**src/rtl/serial_magnitude_cmp_pkg.sv**
```systemverilog
// Shared types for the multi-cycle magnitude comparator.
package cmp_pkg;

  typedef enum logic [1:0] {IDLE, CMP, DONE} cmp_state_t;

  typedef struct packed {
    logic eq;
    logic lt;
    logic gt;
  } cmp_result_t;

endpackage

```
**src/rtl/serial_magnitude_cmp_chunk.sv**
```systemverilog
// One-chunk unsigned compare; flip_msb turns it into a signed compare of the top chunk.
module chunk_cmp #(
  parameter int CHUNK_BITS = 8
) (
  input  logic [CHUNK_BITS-1:0] a,
  input  logic [CHUNK_BITS-1:0] b,
  input  logic                  flip_msb,
  output logic                  eq,
  output logic                  lt
);

  localparam logic [CHUNK_BITS-1:0] MSB_MASK = CHUNK_BITS'(1) << (CHUNK_BITS - 1);

  logic [CHUNK_BITS-1:0] a_m, b_m;

  assign a_m = a ^ (flip_msb ? MSB_MASK : '0);
  assign b_m = b ^ (flip_msb ? MSB_MASK : '0);
  assign eq  = (a_m == b_m);
  assign lt  = (a_m < b_m);

endmodule

```
**src/rtl/serial_magnitude_cmp.sv**
```systemverilog
// Serial MSB-chunk-first magnitude comparator with valid/ready on both sides.
// Optional CMP_EARLY_EXIT_EN: leave CMP as soon as the first differing chunk is seen.
module serial_magnitude_cmp
  import cmp_pkg::*;
#(
  parameter int NUM_BITS   = 32,
  parameter int CHUNK_BITS = 8
) (
  input  logic                clk,
  input  logic                rst,
  input  logic                in_valid,
  output logic                in_ready,
  input  logic [NUM_BITS-1:0] data1,
  input  logic [NUM_BITS-1:0] data2,
  input  logic                is_signed,
  output logic                out_valid,
  input  logic                out_ready,
  output logic                equal,
  output logic                not_equal,
  output logic                less_than,
  output logic                greater_than
);

  localparam int NUM_CHUNKS = NUM_BITS / CHUNK_BITS;
  localparam int IDX_W      = (NUM_CHUNKS > 1) ? $clog2(NUM_CHUNKS) : 1;
  localparam logic [IDX_W-1:0] TOP_IDX = IDX_W'(NUM_CHUNKS - 1);
`ifdef CMP_EARLY_EXIT_EN
  localparam bit EARLY_EXIT = 1'b1;
`else
  localparam bit EARLY_EXIT = 1'b0;
`endif

  if ((NUM_BITS % CHUNK_BITS) != 0) begin : g_bad_chunk
    $error("CHUNK_BITS must divide NUM_BITS exactly");
  end

  cmp_state_t state_q, state_d;
  logic [NUM_CHUNKS-1:0][CHUNK_BITS-1:0] a_q, a_d, b_q, b_d;
  logic                                  sgn_q, sgn_d;
  logic [IDX_W-1:0]                      idx_q, idx_d;
  // res.eq doubles as "not yet decided": it starts at 1 and clears on the first differing chunk.
  cmp_result_t                           res_q, res_d;

  logic c_eq, c_lt;

  chunk_cmp #(.CHUNK_BITS(CHUNK_BITS)) u_chunk (
    .a        (a_q[idx_q]),
    .b        (b_q[idx_q]),
    .flip_msb (sgn_q && (idx_q == TOP_IDX)),
    .eq       (c_eq),
    .lt       (c_lt)
  );

  always_comb begin
    state_d = state_q;
    a_d     = a_q;
    b_d     = b_q;
    sgn_d   = sgn_q;
    idx_d   = idx_q;
    res_d   = res_q;
    case (state_q)
      IDLE: begin
        if (in_valid) begin
          a_d     = data1;
          b_d     = data2;
          sgn_d   = is_signed;
          idx_d   = TOP_IDX;
          res_d   = '{eq: 1'b1, lt: 1'b0, gt: 1'b0};
          state_d = CMP;
        end
      end
      CMP: begin
        if (res_q.eq && !c_eq) begin
          res_d.eq = 1'b0;
          res_d.lt = c_lt;
          res_d.gt = !c_lt;
        end
        idx_d = idx_q - 1'b1;
        if ((idx_q == '0) || (EARLY_EXIT && !c_eq)) state_d = DONE;
      end
      DONE: begin
        if (out_ready) state_d = IDLE;
      end
      default: state_d = IDLE;
    endcase
  end

  always_ff @(posedge clk) begin
    if (rst) begin
      state_q <= IDLE;
      a_q     <= '0;
      b_q     <= '0;
      sgn_q   <= 1'b0;
      idx_q   <= '0;
      res_q   <= '0;
    end else begin
      state_q <= state_d;
      a_q     <= a_d;
      b_q     <= b_d;
      sgn_q   <= sgn_d;
      idx_q   <= idx_d;
      res_q   <= res_d;
    end
  end

  assign in_ready     = (state_q == IDLE) && !rst;
  assign out_valid    = (state_q == DONE);
  assign equal        = out_valid && res_q.eq;
  assign not_equal    = out_valid && !res_q.eq;
  assign less_than    = out_valid && res_q.lt;
  assign greater_than = out_valid && res_q.gt;

endmodule

```
**config.mk**
```make
export PLATFORM = sky130hd
export DESIGN_NAME = serial_magnitude_cmp
export DESIGN_NICKNAME = d
export VERILOG_FILES = /design/src/rtl/serial_magnitude_cmp_pkg.sv /design/src/rtl/serial_magnitude_cmp_chunk.sv /design/src/rtl/serial_magnitude_cmp.sv
export SDC_FILE = /design/constraint.sdc
export NUM_CORES = 1
export LEC_CHECK = 0
export ABC_CLOCK_PERIOD_IN_PS = 2710
export BUFFER_PORTS_ARGS = -buffer_cell sky130_fd_sc_hd__buf_2
export CAP_MARGIN = 20
export CORE_MARGIN = 1
export CORE_UTILIZATION = 40
export CTS_BUF_LIST = sky130_fd_sc_hd__clkbuf_8 sky130_fd_sc_hd__clkbuf_16
export CTS_CLUSTER_DIAMETER = 60
export DETAILED_ROUTE_END_ITERATION = 16
export PLACE_DENSITY = 0.71
export SYNTH_ARGS = -nofsm -noshare
export SYNTH_HDL_FRONTEND = slang
export SYNTH_HIERARCHICAL = 1
export SYNTH_SLANG_ARGS = --single-unit
export TNS_END_PERCENT = 10
```
**constraint.sdc**
```tcl
create_clock -name clk -period 2.71 [get_ports clk]
set_input_delay 0.271 -clock clk [delete_from_list [all_inputs] [get_ports clk]]
set_output_delay 0.271 -clock clk [all_outputs]
set_load 0.01 [all_outputs]
```
[Yosys cells after proc, flatten, opt, wreduce, memory -nomap -nowiden]
Index checks and enable logic that the tools add are counted.
Storage, ports and cells
  flip-flop bits (word level): 72
  input bits: 69
  output and inout port bits: 6
  word-level logic and storage cells: 59
Cells by class
  add/subtract/negate cells: 1
  $lt $le $gt $ge: 2
  eq/ne operators: 8
  mux-type cells: 14
  bitwise operators: 2
  reduce and logical (&&, ||, !) cells: 18
Operator list (number)
  $bmux W8 S2: 2
  $mux W8: 3
  $xor A8 B8 Y8: 2
  $eq A8 B8 Y1: 1
  $lt A8 B8 Y1: 1
  $mux W2: 4
  $logic_and A1 B1 Y1: 7
  $mux W3: 2
  $ne A2 B2 Y1 const B: 3
  $pmux W2 S3: 1
  $pmux W3 S2: 1
  $reduce_and A3 Y1: 2
  $eq A2 B2 Y1 const B: 2
  $logic_not A1 Y1: 4
  $logic_not A2 Y1: 2
  $pmux W2 S2: 1
  $reduce_and A2 Y1: 2
  $lt A2 B3 Y1 const B: 1
  $eq A2 B1 Y1 const B: 1
  $ne A2 B1 Y1 const B: 1
  $reduce_bool A2 Y1: 1
  $sub A2 B1 Y2 const B: 1

[Longest topological paths before layout]
  depth in word-level cells: 9
  gate-level depth with buffers: 11
  depth with buffers taken out: 9

[Modules after synthesis]
The synthesis kept the hierarchy.
By module, submodules not included
  serial_magnitude_cmp: instances 1, cells each 348, area each 3010.4 µm², sequential area each 1441.4 µm²
  chunk_cmp: instances 1, cells each 29, area each 219.0 µm², sequential area each 0.0 µm²

[Worst setup path before layout]
OpenSTA, ideal clock, no wires.
  kind: flip-flop to flip-flop
  start: register idx_q[0]
  end: register res_q[0] (netlist bit)
  library setup time: 0.070 ns
  data arrival time: 2.324 ns
  data required time: 2.640 ns
  path slack: 0.315 ns
  cell stages (with the launch flop): 10
  buffers on the path: 1
  period minus slack after synthesis: 2.395 ns
  cells stage by stage: dfxtp_1 -> buf_2 -> mux4_2 -> xor2_1 -> ha_1 -> nand3_1 -> nor3_1 -> nand4bb_1 -> or2_2 -> a21oi_1
Between the ends
  cells in the longest elaborated chain, start to end: 9
  elaborated cells on any way between the ends: 18
  classes of those cells: order compare: 1; eq/ne: 3; mux: 7; bitwise: 2; reduce/logical: 5
Ends and longest elaborated chain
  from (decl): line serial_magnitude_cmp.sv:40  | logic [IDX_W-1:0] idx_q, idx_d;
  from (signal assigned): line serial_magnitude_cmp.sv:101  | idx_q <= idx_d;
  $eq A2 B2 Y1: line serial_magnitude_cmp.sv:49  | .flip_msb (sgn_q && (idx_q == TOP_IDX)),
  $logic_and A1 B1 Y1: line serial_magnitude_cmp.sv:49
  $mux W8: line serial_magnitude_cmp_chunk.sv:16, serial_magnitude_cmp_chunk.sv:17
  $xor A8 B8 Y8, on equally long branches: line serial_magnitude_cmp_chunk.sv:16, serial_magnitude_cmp_chunk.sv:17
  $eq A8 B8 Y1 (*): line serial_magnitude_cmp_chunk.sv:18  | assign eq = (a_m == b_m);
  net c_eq: line serial_magnitude_cmp.sv:44  | logic c_eq, c_lt;
  $logic_not A1 Y1 (*): line serial_magnitude_cmp.sv:73  | if (res_q.eq && !c_eq) begin
  $logic_and A1 B1 Y1 (*): line serial_magnitude_cmp.sv:73
  $ne A2 B2 Y1 (no line) (*)
  $reduce_and A3 Y1 (no line) (*)
  to (signal assigned): line serial_magnitude_cmp.sv:102  | res_q <= res_d;
  to (decl): line serial_magnitude_cmp.sv:42  | cmp_result_t res_q, res_d;
Mark *: on every way through the listed nets, which the timed path passes. The rest lies on a longest branch. The select of a mux whose other input is x is not followed.
A chain may end at the register's enable or synchronous reset.

[Final worst setup path]
  start: register idx_q[0]
  end: register res_q[0] (netlist bit)
Between the ends
  elaborated cells on any way between the ends: 18
  classes of those cells: order compare: 1; eq/ne: 3; mux: 7; bitwise: 2; reduce/logical: 5
RTL lines
  $eq A2 B2 Y1: line serial_magnitude_cmp.sv:49
  $logic_and A1 B1 Y1: line serial_magnitude_cmp.sv:49
  $mux W8: line serial_magnitude_cmp_chunk.sv:16, serial_magnitude_cmp_chunk.sv:17
  $xor A8 B8 Y8, on equally long branches: line serial_magnitude_cmp_chunk.sv:16, serial_magnitude_cmp_chunk.sv:17
  $lt A8 B8 Y1 (*): line serial_magnitude_cmp_chunk.sv:19  | assign lt = (a_m < b_m);
  net c_lt: line serial_magnitude_cmp.sv:44
  $logic_not A1 Y1 (*): line serial_magnitude_cmp.sv:76  | res_d.gt = !c_lt;
  $mux W3 (*): line serial_magnitude_cmp.sv:73
  $pmux W3 S2 (*): line serial_magnitude_cmp.sv:61  | case (state_q)
Marks and branches as above.

==> summary.md <==
| Metric | Value |
|---|---|
| Fmax | `411 MHz` |
| Rows | `32` |
| Reg2reg setup slack | `0.28 ns` |
| Critical path class | `flop to flop` |
| Final Hold Viols | `0` |
| CTS clock-pin slew for the worst setup and hold paths | `0.07 ns` |
| Power per cell area | `652 nW/µm²` |
| Worst path required time | `2.92 ns` |
| Max VDD drop | `0.278 mV` |
| Worst-margin pin slew | `0.575 ns` |
| Reg-to-Reg Start | `idx_q[0]` |
| Setup_tns | `0 ns` |
| Setup crit end kind | `flop` |
| P_int | `0.00183 W` |
| Hold buffers post-CTS | `0` |
| Slew headroom | `0.617` |
| Clk buf depth | `2` |
| Post-synth ARST share | `0` |
| Primary FF master, synth | `dfxtp_1` |
| Total CTS buffers | `9` |
| Final setup violation count | `0` |
| Drt drc | `0` |
| Clock Tree Root | `clkbuf_8` |
| Synth warn | `6` |
| Synth-to-Final Area Change | `19.2%` |
| Leak pwr | `1.62 nW` |
| Startpoint Class | `flop` |
| Layout filler cell count | `790` |
| Placer Congestion | `0.746` |
| Crit share post-route | `0.897` |
| Die area | `8440 µm²` |
| MaxCap Viol Count | `0` |
| Critical-path maximum fanout | `5` |
| Post-CTS Setup Bufs | `0` |
| Mapped Area | `3230 µm²` |
| Core Util, Final | `0.496` |
| CP arrival | `2.64 ns` |
| Share of layout cells above drive strength 1 | `0.266` |
| Final Max Slew Viols | `0` |
| Logic pwr share | `0.190` |
| First-pass GRT wire length | `11900 µm` |
| Ant. Diodes | `0` |
| Clock sink count | `72` |
| H-tree levels | `3` |
| Die Height | `91.9 µm` |
| Syn Nets | `456` |
| PostCTS Resize Cnt | `0` |
| Synthesized flop and latch total | `72` |
| Netlist cell types | `31` |
| RSZ-0062 raised after global routing | `no` |
| Clock power share | `0.337` |
| Starting density of the core | `0.416` |
| Cell Count, Final, Fillers Out | `549` |
| FF+latch area | `1440 µm²` |
| Area occupied by multi-input gates | `1590 µm²` |
| Switch Pwr | `0.000680 W` |
| Routed WL | `6990 µm` |
| GR Overflow Total | `0` |
| Sequential share of power | `0.473` |
| Mapped Cells | `377` |
| Reg2reg end | `res_q[0]` |
| Post-synth EDFFs | `0` |
| Final net count | `521` |
| 1st-iter DRT viols | `121` |
| Post-route minimum period | `2.43 ns` |
| Clock latency at the later pin of the worst-skew pair | `0.35 ns` |
| DRT Pass-1 Iters | `4` |
| Core area | `7770 µm²` |
| Worst min path class | `primary input to flop` |
| Largest net degree at the start of global routing | `66` |
| Num ports | `75` |
| Antenna Nets Post-Route | `0` |
| Hold Crit Endpoint | `b_q[5]` |
| Min setup slack post-route | `0.278 ns` |
| WHS Path Cells | `3` |
| Average cell area after synthesis | `8.57 µm²` |
| Pre-CTS WS | `0.292 ns` |
| Total track usage | `0.181` |
| Post-DP HPWL | `5100 µm` |
| Die Wd | `91.9 µm` |
| Port-buffer cells | `74` |
| Worst Skew | `0.00604 ns` |
| Placed cells | `533` |
| Sw Share | `0.271` |
| DR WL/cell | `12.7 µm` |
| Vias per cell | `4.95` |
| Vias | `2715` |
| CTS tree | `done` |
| Worst Reg-to-Reg Cells | `8` |
| Initial antenna violation count | `0` |
| Outcome | `completed` |
| Vias in the first global route | `2553` |
| Post-synthesis sequential area ratio | `0.446` |
| Hold Crit Start | `data2[5]` |
[how the worst max path moves through the flow]
stage                   from  slack, ns  endpoint
CTS                 idx_q[0]       0.27  res_q[0]
detailed placement  idx_q[0]       0.29  res_q[0]
global placement    idx_q[0]       0.35  res_q[0]
floorplan           idx_q[0]       0.32  res_q[0]
finish              idx_q[0]       0.28  res_q[0]
global route        idx_q[0]       0.05  res_q[0]
[cell usage in the layout (no fill, tap or decap), types with 2 or more instances in the layout]
cell type  Yosys  layout
nand2_1      131     131
buf_2         12      74
dfxtp_1       72      72
a21oi_1       69      69
mux4_2        16      16
inv_1         12      14
clkbuf_8       0      11
ha_1          10      10
buf_4          0       8
nor2_1         5       5
nor2b_1        4       4
and2_1         4       4
nand3_1        4       4
nor3_1         3       3
a211oi_1       2       2
clkinv_2       0       2
[flip-flops by register name (all words and copies together), names as in the netlist]
signal   cells
b_q         32
a_q         32
sgn_q        1
idx_q        2
res_q        3
state_q      2
[metal layers]
layer  wire (µm)  share of wire  GRT usage  vias up
met3         317          0.045     0.0315       10
met2        3310           0.47      0.282       60
met1        3210           0.46      0.240     1261
li1            -              -          -     1384
met5           0              0          0        -
met4         155          0.022     0.0898        0
[cell usage after synthesis, drive strengths merged (2+ instances only)]
cell | number | area [µm²]
a211oi | 3 | 27.5
a21oi | 69 | 345
and2 | 4 | 25.0
buf | 17 | 116
clkbuf | 12 | 45.0
dfxtp | 72 | 1440
ha | 10 | 125
inv | 12 | 45.0
mux4 | 16 | 360
nand2 | 131 | 492
nand3 | 4 | 20.0
nor2 | 5 | 18.8
nor2b | 4 | 25.0
nor3 | 3 | 15.0
o21ai | 2 | 10.0
[layout make-up]
| cell class | instances | area share |
|---|---|---|
| multi-input cells | 264 | 0.412 |
| inverters | 12 | 0.0117 |
| well taps | 102 | 0.0331 |
| flip-flops and latches | 72 | 0.374 |
| repair buffers | 83 | 0.117 |
| clock buffers | 11 | 0.0393 |
| clock inverters | 5 | 0.0123 |
[worst max-delay path, cell delays in order, from the launching register on]
cell	delay [ns]
dfxtp_1	0.44
buf_4	0.20
mux4_2	0.50
ha_1	0.34
a211oi_2	0.23
o21ai_1	0.11
a221oi_2	0.27
or2_2	0.16
a21oi_1	0.05
[power groups by stage]
stage | Sequential, W | Combinational [W] | Clock [W]
after global routing | 0.00120 | 0.000537 | 0.000903
after detailed placement | 0.00121 | 0.000481 | 0
after floorplan | 0.00119 | 0.000369 | 0
after CTS | 0.00119 | 0.000483 | 0.000862
final | 0.00119 | 0.000476 | 0.000846
after global placement | 0.00121 | 0.000465 | 0
[per-stage QoR]
stage	power [W]	area, µm²	hold slack, ns
after floorplan	0.00156	3230	0.407
after global placement	0.00167	3650	0.441
after detailed placement	0.00169	3650	0.446
after CTS	0.00253	3850	0.146
after global routing	0.00264	3850	0.151
final	0.00251	3850	0.155
[kinds of logic after synthesis]
group,share of synthesized area
AND/OR/NAND/NOR,0.198
adder cells (fa/ha/maj),0.0387
multiplexers,0.115
flip-flops,0.446
buffers and inverters,0.0639
AO/OA/AOI/OAI,0.133
XOR/XNOR,0.00543
Note: power is estimated with default switching activity, not from simulation.
